### config.mk
export PLATFORM = sky130hd
export DESIGN_NAME = stage_memory
export DESIGN_NICKNAME = d
export VERILOG_FILES = /design/src/rtl/stage_memory.sv
export SDC_FILE = /design/constraint.sdc
export NUM_CORES = 1
export LEC_CHECK = 0
export CAP_MARGIN = 5
export CORE_ASPECT_RATIO = 1.1
export CORE_MARGIN = 2
export CORE_UTILIZATION = 56
export DETAILED_ROUTE_END_ITERATION = 10
export GPL_TIMING_DRIVEN = 1
export PLACE_DENSITY = 0.86
export SYNTH_ARGS = -nofsm -noshare
export SYNTH_HDL_FRONTEND = slang
export SYNTH_SLANG_ARGS = --single-unit
### constraint.sdc
create_clock -name clk -period 4 [get_ports clk]
set_clock_uncertainty 0.1 [all_clocks]
set_input_delay 1.2 -clock clk [delete_from_list [all_inputs] [get_ports clk]]
set_output_delay 1.2 -clock clk [all_outputs]
set_load 0.005 [all_outputs]
### src/rtl/stage_memory.sv
// Vector memory stage: serialises a vector load/store into one RAM access per lane.
// Optional per-lane masking is enabled by defining VMEM_LANE_MASK_EN.

module stage_memory #(
    parameter int registerSize = 8,
    parameter int vectorSize   = 4,
    parameter int addrWidth    = 16,
    parameter int ctrlWidth    = 6
) (
    input  logic                                 clk,
    input  logic                                 rst,
    input  logic                                 start,
    input  logic                                 memRead,
    input  logic                                 memWrite,
    input  logic [addrWidth-1:0]                 baseAddr,
    input  logic [addrWidth-1:0]                 stride,
    input  logic [vectorSize*registerSize-1:0]   aluResult,
    input  logic [ctrlWidth-1:0]                 ctrlIn,
`ifdef VMEM_LANE_MASK_EN
    input  logic [vectorSize-1:0]                laneMask,
`endif
    output logic [addrWidth-1:0]                 mem_addr,
    output logic [registerSize-1:0]              mem_wdata,
    output logic                                 mem_we,
    output logic                                 mem_re,
    input  logic [registerSize-1:0]              mem_rdata,
    output logic                                 stall,
    output logic                                 done,
    output logic [vectorSize*registerSize-1:0]   result,
    output logic [ctrlWidth-1:0]                 ctrlOut
);

    localparam int IDX_W = (vectorSize > 1) ? $clog2(vectorSize) : 1;
    localparam int VEC_W = vectorSize * registerSize;
    localparam logic [IDX_W-1:0] LAST_IDX = IDX_W'(vectorSize - 1);

    typedef enum logic [2:0] {IDLE, STORE, LOAD, DRAIN, DONE} state_t;

    state_t                  state_q, state_d;
    logic [IDX_W-1:0]        idx_q;
    logic [addrWidth-1:0]    addr_q;
    logic [addrWidth-1:0]    stride_q;
    logic [VEC_W-1:0]        data_q;
    logic [VEC_W-1:0]        result_q;
    logic [ctrlWidth-1:0]    ctrl_q;
    logic [ctrlWidth-1:0]    ctrl_out_q;
    logic [registerSize-1:0] load_buf_q [vectorSize];
    logic [registerSize-1:0] store_lane [vectorSize];
    logic [registerSize-1:0] load_next  [vectorSize];
    logic [VEC_W-1:0]        load_next_flat;
    logic [vectorSize-1:0]   lane_mask;
    logic                    last_lane;
    logic                    capture_en;
    logic [IDX_W-1:0]        cap_idx;
    logic [registerSize-1:0] cap_data;

`ifdef VMEM_LANE_MASK_EN
    logic [vectorSize-1:0]   mask_q;
    assign lane_mask = mask_q;
`else
    assign lane_mask = '1;
`endif

    assign last_lane = (idx_q == LAST_IDX);

    always_ff @(posedge clk or negedge rst) begin
        if (!rst) begin
            state_q <= IDLE;
        end else begin
            state_q <= state_d;
        end
    end

    // NOTE: every output of this block is defaulted before the case, so no path infers a latch.
    always_comb begin
        state_d = state_q;
        mem_we  = 1'b0;
        mem_re  = 1'b0;
        stall   = 1'b0;
        done    = 1'b0;
        case (state_q)
            IDLE: begin
                if (start) begin
                    if (memWrite) begin
                        state_d = STORE;
                    end else if (memRead) begin
                        state_d = LOAD;
                    end else begin
                        state_d = DONE;
                    end
                end
            end
            STORE: begin
                stall  = 1'b1;
                mem_we = lane_mask[idx_q];
                if (last_lane) begin
                    state_d = DONE;
                end
            end
            LOAD: begin
                stall  = 1'b1;
                mem_re = 1'b1;
                if (last_lane) begin
                    state_d = DRAIN;
                end
            end
            DRAIN: begin
                stall   = 1'b1;
                state_d = DONE;
            end
            DONE: begin
                done    = 1'b1;
                state_d = IDLE;
            end
            default: state_d = IDLE;
        endcase
    end

    // Address and write data are only driven while a lane access is in progress.
    always_comb begin
        for (int i = 0; i < vectorSize; i++) begin
            store_lane[i] = data_q[i*registerSize +: registerSize];
        end
    end

    assign mem_addr  = (state_q == STORE || state_q == LOAD) ? addr_q : '0;
    assign mem_wdata = (state_q == STORE) ? store_lane[idx_q] : '0;

    // Read data lags the request by one cycle; DRAIN collects the final lane.
    assign capture_en = (state_q == LOAD && idx_q != '0) || (state_q == DRAIN);
    assign cap_idx    = (state_q == DRAIN) ? idx_q : idx_q - IDX_W'(1);
    assign cap_data   = lane_mask[cap_idx] ? mem_rdata : '0;

    always_comb begin
        load_next_flat = '0;
        for (int i = 0; i < vectorSize; i++) begin
            load_next[i] = (capture_en && cap_idx == IDX_W'(i)) ? cap_data : load_buf_q[i];
            load_next_flat[i*registerSize +: registerSize] = load_next[i];
        end
    end

    // NOTE: sequential state uses non-blocking assignments so every register samples pre-edge values.
    always_ff @(posedge clk or negedge rst) begin
        if (!rst) begin
            idx_q      <= '0;
            addr_q     <= '0;
            stride_q   <= '0;
            data_q     <= '0;
            result_q   <= '0;
            ctrl_q     <= '0;
            ctrl_out_q <= '0;
            for (int i = 0; i < vectorSize; i++) begin
                load_buf_q[i] <= '0;
            end
`ifdef VMEM_LANE_MASK_EN
            mask_q     <= '0;
`endif
        end else begin
            case (state_q)
                IDLE: begin
                    if (start) begin
                        idx_q    <= '0;
                        addr_q   <= baseAddr;
                        stride_q <= stride;
                        data_q   <= aluResult;
                        ctrl_q   <= ctrlIn;
`ifdef VMEM_LANE_MASK_EN
                        mask_q   <= laneMask;
`endif
                        if (!memWrite && !memRead) begin
                            result_q   <= aluResult;
                            ctrl_out_q <= ctrlIn;
                        end
                    end
                end
                STORE: begin
                    addr_q <= addr_q + stride_q;
                    if (last_lane) begin
                        idx_q      <= '0;
                        result_q   <= data_q;
                        ctrl_out_q <= ctrl_q;
                    end else begin
                        idx_q <= idx_q + IDX_W'(1);
                    end
                end
                LOAD: begin
                    addr_q <= addr_q + stride_q;
                    for (int i = 0; i < vectorSize; i++) begin
                        load_buf_q[i] <= load_next[i];
                    end
                    // idx stays on the last lane so DRAIN knows which lane to capture.
                    if (!last_lane) begin
                        idx_q <= idx_q + IDX_W'(1);
                    end
                end
                DRAIN: begin
                    for (int i = 0; i < vectorSize; i++) begin
                        load_buf_q[i] <= load_next[i];
                    end
                    result_q   <= load_next_flat;
                    ctrl_out_q <= ctrl_q;
                    idx_q      <= '0;
                end
                default: ;
            endcase
        end
    end

    assign result  = result_q;
    assign ctrlOut = ctrl_out_q;

endmodule

* Word-level counts from Yosys, hierarchy flattened
Cells that the tools add are included. Widths: inputs -> output; s select.
Cells by class: multipliers 0, reduce and logical (&&, ||, !) cells 24, equality and inequality tests 13, mux-type cells 39, divide/modulo/power cells 0, bitwise gates (word level) 1, add/subtract/negate cells 3, shift operators 0, magnitude comparators 3
Operators with widths (number):
- $mux 32 | 3
- $pmux 32 s3 | 1
- $mux 8 | 8
- $mux 16 | 2
- $pmux 16 s2 | 1
- $mux 6 | 3
- $pmux 6 s3 | 1
- $add 16x16->16 | 1
- $bmux 8 s2 | 1
- $mux 3 | 5
- $pmux 3 s4 | 1
- $ne 2x2->1 const B | 5
- $mux 2 | 4
- $pmux 2 s4 | 1
- $eq 2x2->1 const B | 3
- $eq 3x2->1 const B | 2
- $logic_and 1x1->1 | 6
- $lt 2x3->1 const B | 2
- $mux 1 | 6
- $reduce_and 3->1 | 2
- $bmux 1 s2 | 2
- $reduce_and 2->1 | 2
- $reduce_and 4->1 | 1
- $reduce_bool 2->1 | 2
- 15 further kinds | 18
Storage, ports and cells: memory bits (read-only) 0, latch bits 0, register bits after elaboration 145, output and inout port bits 66, input port bits 83, RAM bits 0, memories kept 0, logic and storage cells 95

* Logic depth before layout (Yosys ltp)
word-level depth 7, gate-level depth with buffers 9, depth with buffers taken out 8

* Worst setup path before layout
Ideal clock, no wire load.
kind flip-flop to output port, start reg idx_q[0], end out mem_wdata[3], arrival time 1.499 ns, path buffers 1, cell stages (with the launch flop) 4, data required time 2.700 ns, setup slack 1.201 ns, cells stage by stage dfrtp_1 clkbuf_1 mux4_2 and2_1
On the way: longest elaborated chain between the ends 5
Ends and longest elaborated chain:
- start, declared | line 40 | logic [IDX_W-1:0] idx_q;
- start signal, assigned | line 183 | idx_q <= idx_q + IDX_W'(1);
- start signal, assigned | line 193 | idx_q <= idx_q + IDX_W'(1);
- $not 2->3 (implied by the code) | line 127 | assign mem_wdata = (state_q == STORE) ? store_lane[idx_q] : '0;
- $bmux 8 s2 | line 127
- $mux 8 (implied by the code) (2 in series) | line 127
- $mux 8 | line 127
- end, declared | line 23 | output logic [registerSize-1:0] mem_wdata,
Every way passes these cells. The select of a mux whose other input is x is not followed.

* Worst setup path in the final report
start reg state_q[0], end out mem_wdata[0]
On the way: longest elaborated chain between the ends 2
Ends and longest elaborated chain:
- start, declared | line 39 | state_t state_q, state_d;
- start signal, assigned | line 70 | state_q <= state_d;
- $eq 3x1->1 | line 127
- $mux 8 | line 127
Every way passes these cells.

==> summary.json <==
{
  "status": {"value": "finished with violations"},
  "failed_checks": {"value": "design-rule violations"},
  "synth-simple-area-share": {"value": 0.124},
  "placed_area": {"value": 8930, "unit": "µm²"},
  "chipWidth": {"value": 113, "unit": "µm"},
  "synth_top_area_share": {"value": 0.495},
  "boundaryPins": {"value": 149},
  "cts_made_buffers": {"value": 17},
  "power.total": {"value": 9.35, "unit": "mW"},
  "final_design_instance_area_without_fill": {"value": 9550, "unit": "µm²"},
  "cap_violations": {"value": 0},
  "power.density": {"value": 979, "unit": "nW/µm²"},
  "hpwlAfterDp": {"value": 13300, "unit": "µm"},
  "worst_skew_pair.late_latency": {"value": 420, "unit": "ps"},
  "yosys_register_bits": {"value": 145},
  "initial_antenna_violation_count": {"value": 0},
  "avgSynthCellArea": {"value": 11.5, "unit": "µm²"},
  "avgViaCountPerCell": {"value": 6.18},
  "worstPathRequired": {"value": 2700, "unit": "ps"},
  "cts_tree": {"value": "built"},
  "timing.max_slew.rel_slack": {"value": 0.471},
  "synth_cells": {"value": 638},
  "muxShareOfSynthArea": {"value": 0.170},
  "route.detailed.drc": {"value": 11},
  "cp-start-kind": {"value": "flip-flop"},
  "post-route-min-period": {"value": 3720, "unit": "ps"},
  "synth_top_family_by_area": {"value": "multiplexers"},
  "fillerInstances": {"value": 848},
  "globalRouteOverflowTotal": {"value": 0},
  "start_util": {"value": 0.577},
  "synth_warnings": {"value": 0},
  "final_antenna_net_count": {"value": 0},
  "peak_vdd_ir": {"value": 0.000581, "unit": "V"},
  "floorplan.die_area": {"value": 14000, "unit": "µm²"},
  "cts.repair_timing.setup_buffer_count": {"value": 0},
  "n_antenna_cell": {"value": 0},
  "h-tree-depth": {"value": 4},
  "post_synth_edffs": {"value": 0},
  "post-route-period-util": {"value": 0.929},
  "coreArea": {"value": 12700, "unit": "µm²"},
  "yosys.area_share.xor_xnor": {"value": 0.0132},
  "detail_route.wirelength": {"value": 19400, "unit": "µm"},
  "timing.critical_path.to_type": {"value": "output port"},
  "cts_resized": {"value": 0},
  "cp_max_fo": {"value": 17},
  "rsz0062_at_grt": {"value": "no"},
  "synth_compound_area_frac": {"value": 0.137},
  "synth_flop_cell": {"value": "sky130_fd_sc_hd__dfrtp_1"},
  "grt_max_degree": {"value": 78},
  "min-delay-path-class": {"value": "reg -> reg"},
  "first_global_vias": {"value": 5944},
  "synth_seq_area_share": {"value": 0.495},
  "synth-adder-area-share": {"value": 0.0318},
  "die_height": {"value": 124, "unit": "µm"},
  "final_util": {"value": 0.752},
  "synthMostInstantiatedCell": {"value": "sky130_fd_sc_hd__dfrtp_1"},
  "routed-via-count": {"value": 5837},
  "cts-root-buf": {"value": "sky130_fd_sc_hd__clkbuf_16"},
  "synth_async_sr_flop_share": {"value": 1.00},
  "first_pass_grt_wire_length": {"value": 30400, "unit": "µm"},
  "firstDrtPassIters": {"value": 8},
  "holdBufCountCts": {"value": 0},
  "postSynthNetCount": {"value": 739},
  "globalRouteTotalUtil": {"value": 0.281},
  "clock.fmax": {"value": 269, "unit": "MHz"},
  "yosys-top-cells-area": {"value": "sky130_fd_sc_hd__dfrtp_1 50%, sky130_fd_sc_hd__mux2_2 13%, sky130_fd_sc_hd__a21oi_1 3.7%"},
  "gpl.final_weighted_congestion": {"value": 0.896},
  "clkSinkCount": {"value": 145},
  "critical_path_class": {"value": "reg -> out"},
  "syn_area": {"value": 7320, "unit": "µm²"},
  "setup_violations": {"value": 0},
  "total_leakage_power": {"value": 3.91, "unit": "nW"},
  "timing.final.max_slew_violations": {"value": 0},
  "hold_viol_final": {"value": 0},
  "tightestPinTransition": {"value": 794, "unit": "ps"},
  "clockBufferDepth": {"value": 2},
  "totalNegativeSetupSlack": {"value": 0, "unit": "ps"},
  "finish.net_count": {"value": 875},
  "routed_wire_length_per_instance": {"value": 20.5, "unit": "µm"},
  "ratio_of_cells_with_drive_above_1_in_the_final_layout": {"value": 0.192},
  "flow.area_growth_from_synthesis": {"value": 30.4, "unit": "%"},
  "synthDominantAreaCellType": {"value": "sky130_fd_sc_hd__dfrtp_1"},
  "io_buffers": {"value": 148},
  "number_of_rows_created_at_floorplan": {"value": 43},
  "post_synth_num_cell_types": {"value": 60},
  "critical_path_arrival": {"value": 2420, "unit": "ps"},
  "hold-worst-slack": {"value": 399, "unit": "ps"},
  "cts.reportedPaths.clkPinSlew": {"value": 60, "unit": "ps"},
  "detailedRoute.firstIterationViolations": {"value": 499},
  "ys_top_cells_by_count": {"value": "145 x sky130_fd_sc_hd__dfrtp_1, 86 x sky130_fd_sc_hd__mux2_2, 56 x sky130_fd_sc_hd__nor2_1, 54 x sky130_fd_sc_hd__a21oi_1, 32 x sky130_fd_sc_hd__nor3b_1"}
}
## registers in the layout (all words and copies together) (netlist names)
signal	count
load_buf_q	32
result	32
addr_q	16
stride_q	16
state_q	3
ctrl_q	6
idx_q	2
data_q	32
ctrlOut	6
## worst max-delay path: stages, from the launching register on
cell and delay, ps:
sky130_fd_sc_hd__dfrtp_1 660, sky130_fd_sc_hd__nand2b_2 110, sky130_fd_sc_hd__nor2_1 490, sky130_fd_sc_hd__and2_1 220
sky130_fd_sc_hd__clkdlybuf4s50_1 510
## stage by stage
| stage | setup WS (ps) | cells |
|---|---|---|
| final | 284 | 944 |
| after global routing | 138 | 944 |
| after CTS | 315 | 944 |
| after detailed placement | 767 | 912 |
| after global placement | 848 | 912 |
| after floorplan | 1200 | 638 |
## layout by cell type, fill, tap and decap left out, types with 3 or more instances in the layout
cell type                         instances
sky130_fd_sc_hd__nor2_1                  55
sky130_fd_sc_hd__buf_4                    8
sky130_fd_sc_hd__a211oi_1                 3
sky130_fd_sc_hd__xor2_1                   5
sky130_fd_sc_hd__a221oi_2                 3
sky130_fd_sc_hd__nand2_1                 16
sky130_fd_sc_hd__o21ai_0                 20
sky130_fd_sc_hd__mux2i_1                 10
sky130_fd_sc_hd__a22oi_1                  7
sky130_fd_sc_hd__o21a_1                   4
sky130_fd_sc_hd__mux4_2                   8
sky130_fd_sc_hd__nor3b_1                 32
sky130_fd_sc_hd__ha_1                    17
sky130_fd_sc_hd__nand2b_1                 5
sky130_fd_sc_hd__inv_6                    6
sky130_fd_sc_hd__and4_1                   3
sky130_fd_sc_hd__inv_1                    5
sky130_fd_sc_hd__nor3_1                   5
sky130_fd_sc_hd__clkdlybuf4s50_1        147
sky130_fd_sc_hd__a21o_1                   7
sky130_fd_sc_hd__clkbuf_16               17
sky130_fd_sc_hd__a21oi_1                 53
sky130_fd_sc_hd__xnor2_1                  6
sky130_fd_sc_hd__and2_1                  27
sky130_fd_sc_hd__nand4_1                  4
sky130_fd_sc_hd__a221oi_1                29
sky130_fd_sc_hd__o22ai_1                  3
sky130_fd_sc_hd__nand3_1                  4
sky130_fd_sc_hd__mux2_2                  86
sky130_fd_sc_hd__dfrtp_1                145
## cell families (layout without fill, tap and decap cells)
group / after synthesis / after routing
AOI/OAI and AO/OA: 148 / 148
xor gates and xnor gates: 11 / 11
adders and majority gates: 18 / 18
buffers and inverters: 46 / 195
DFF: 145 / 145
muxes: 104 / 104
and+or+nand+nor: 166 / 166
## power by group
| part | internal (mW) | switching (mW) | total, mW |
|---|---|---|---|
| clock network | 0.950 | 0.686 | 1.64 |
| registers | 2.23 | 0.573 | 2.81 |
| logic | 2.60 | 2.32 | 4.91 |
| total | 5.78 | 3.57 | 9.35 |
## per-layer routing
metal  global-route usage  part of all wire  up-vias
met3               0.0589             0.068       48
met4                0.136             0.039        0
met1                0.338              0.39     2882
li1                     -                 -     2634
met5                    0                 0        -
met2                0.487              0.50      273
## cell type report
type	instances	area, µm²	share of cell area
Sequential cell	145	3630	0.380
Multi-Input combinational cell	447	3510	0.367
Timing Repair Buffer	158	1580	0.166
Clock buffer	17	425	0.0445
Tap cell	157	196	0.0206
Clock inverter	15	191	0.0200
Inverter	5	18.8	0.00196
## path summary, 6_finish.rpt
check                                 endpoint            from  slack, ps  cells past startpoint
worst max-delay path              mem_wdata[0]      state_q[0]        280                      4
worst min-delay path            load_buf_q[31]  load_buf_q[31]        400                      1
worst max register to register      result[24]        idx_q[1]        830                      8
worst min register to register  load_buf_q[31]  load_buf_q[31]        400                      1
max in group asynchronous           data_q[30]             rst       2240                      2
min in group asynchronous       load_buf_q[27]             rst        700                      1
(Power assumes the default switching activity.)
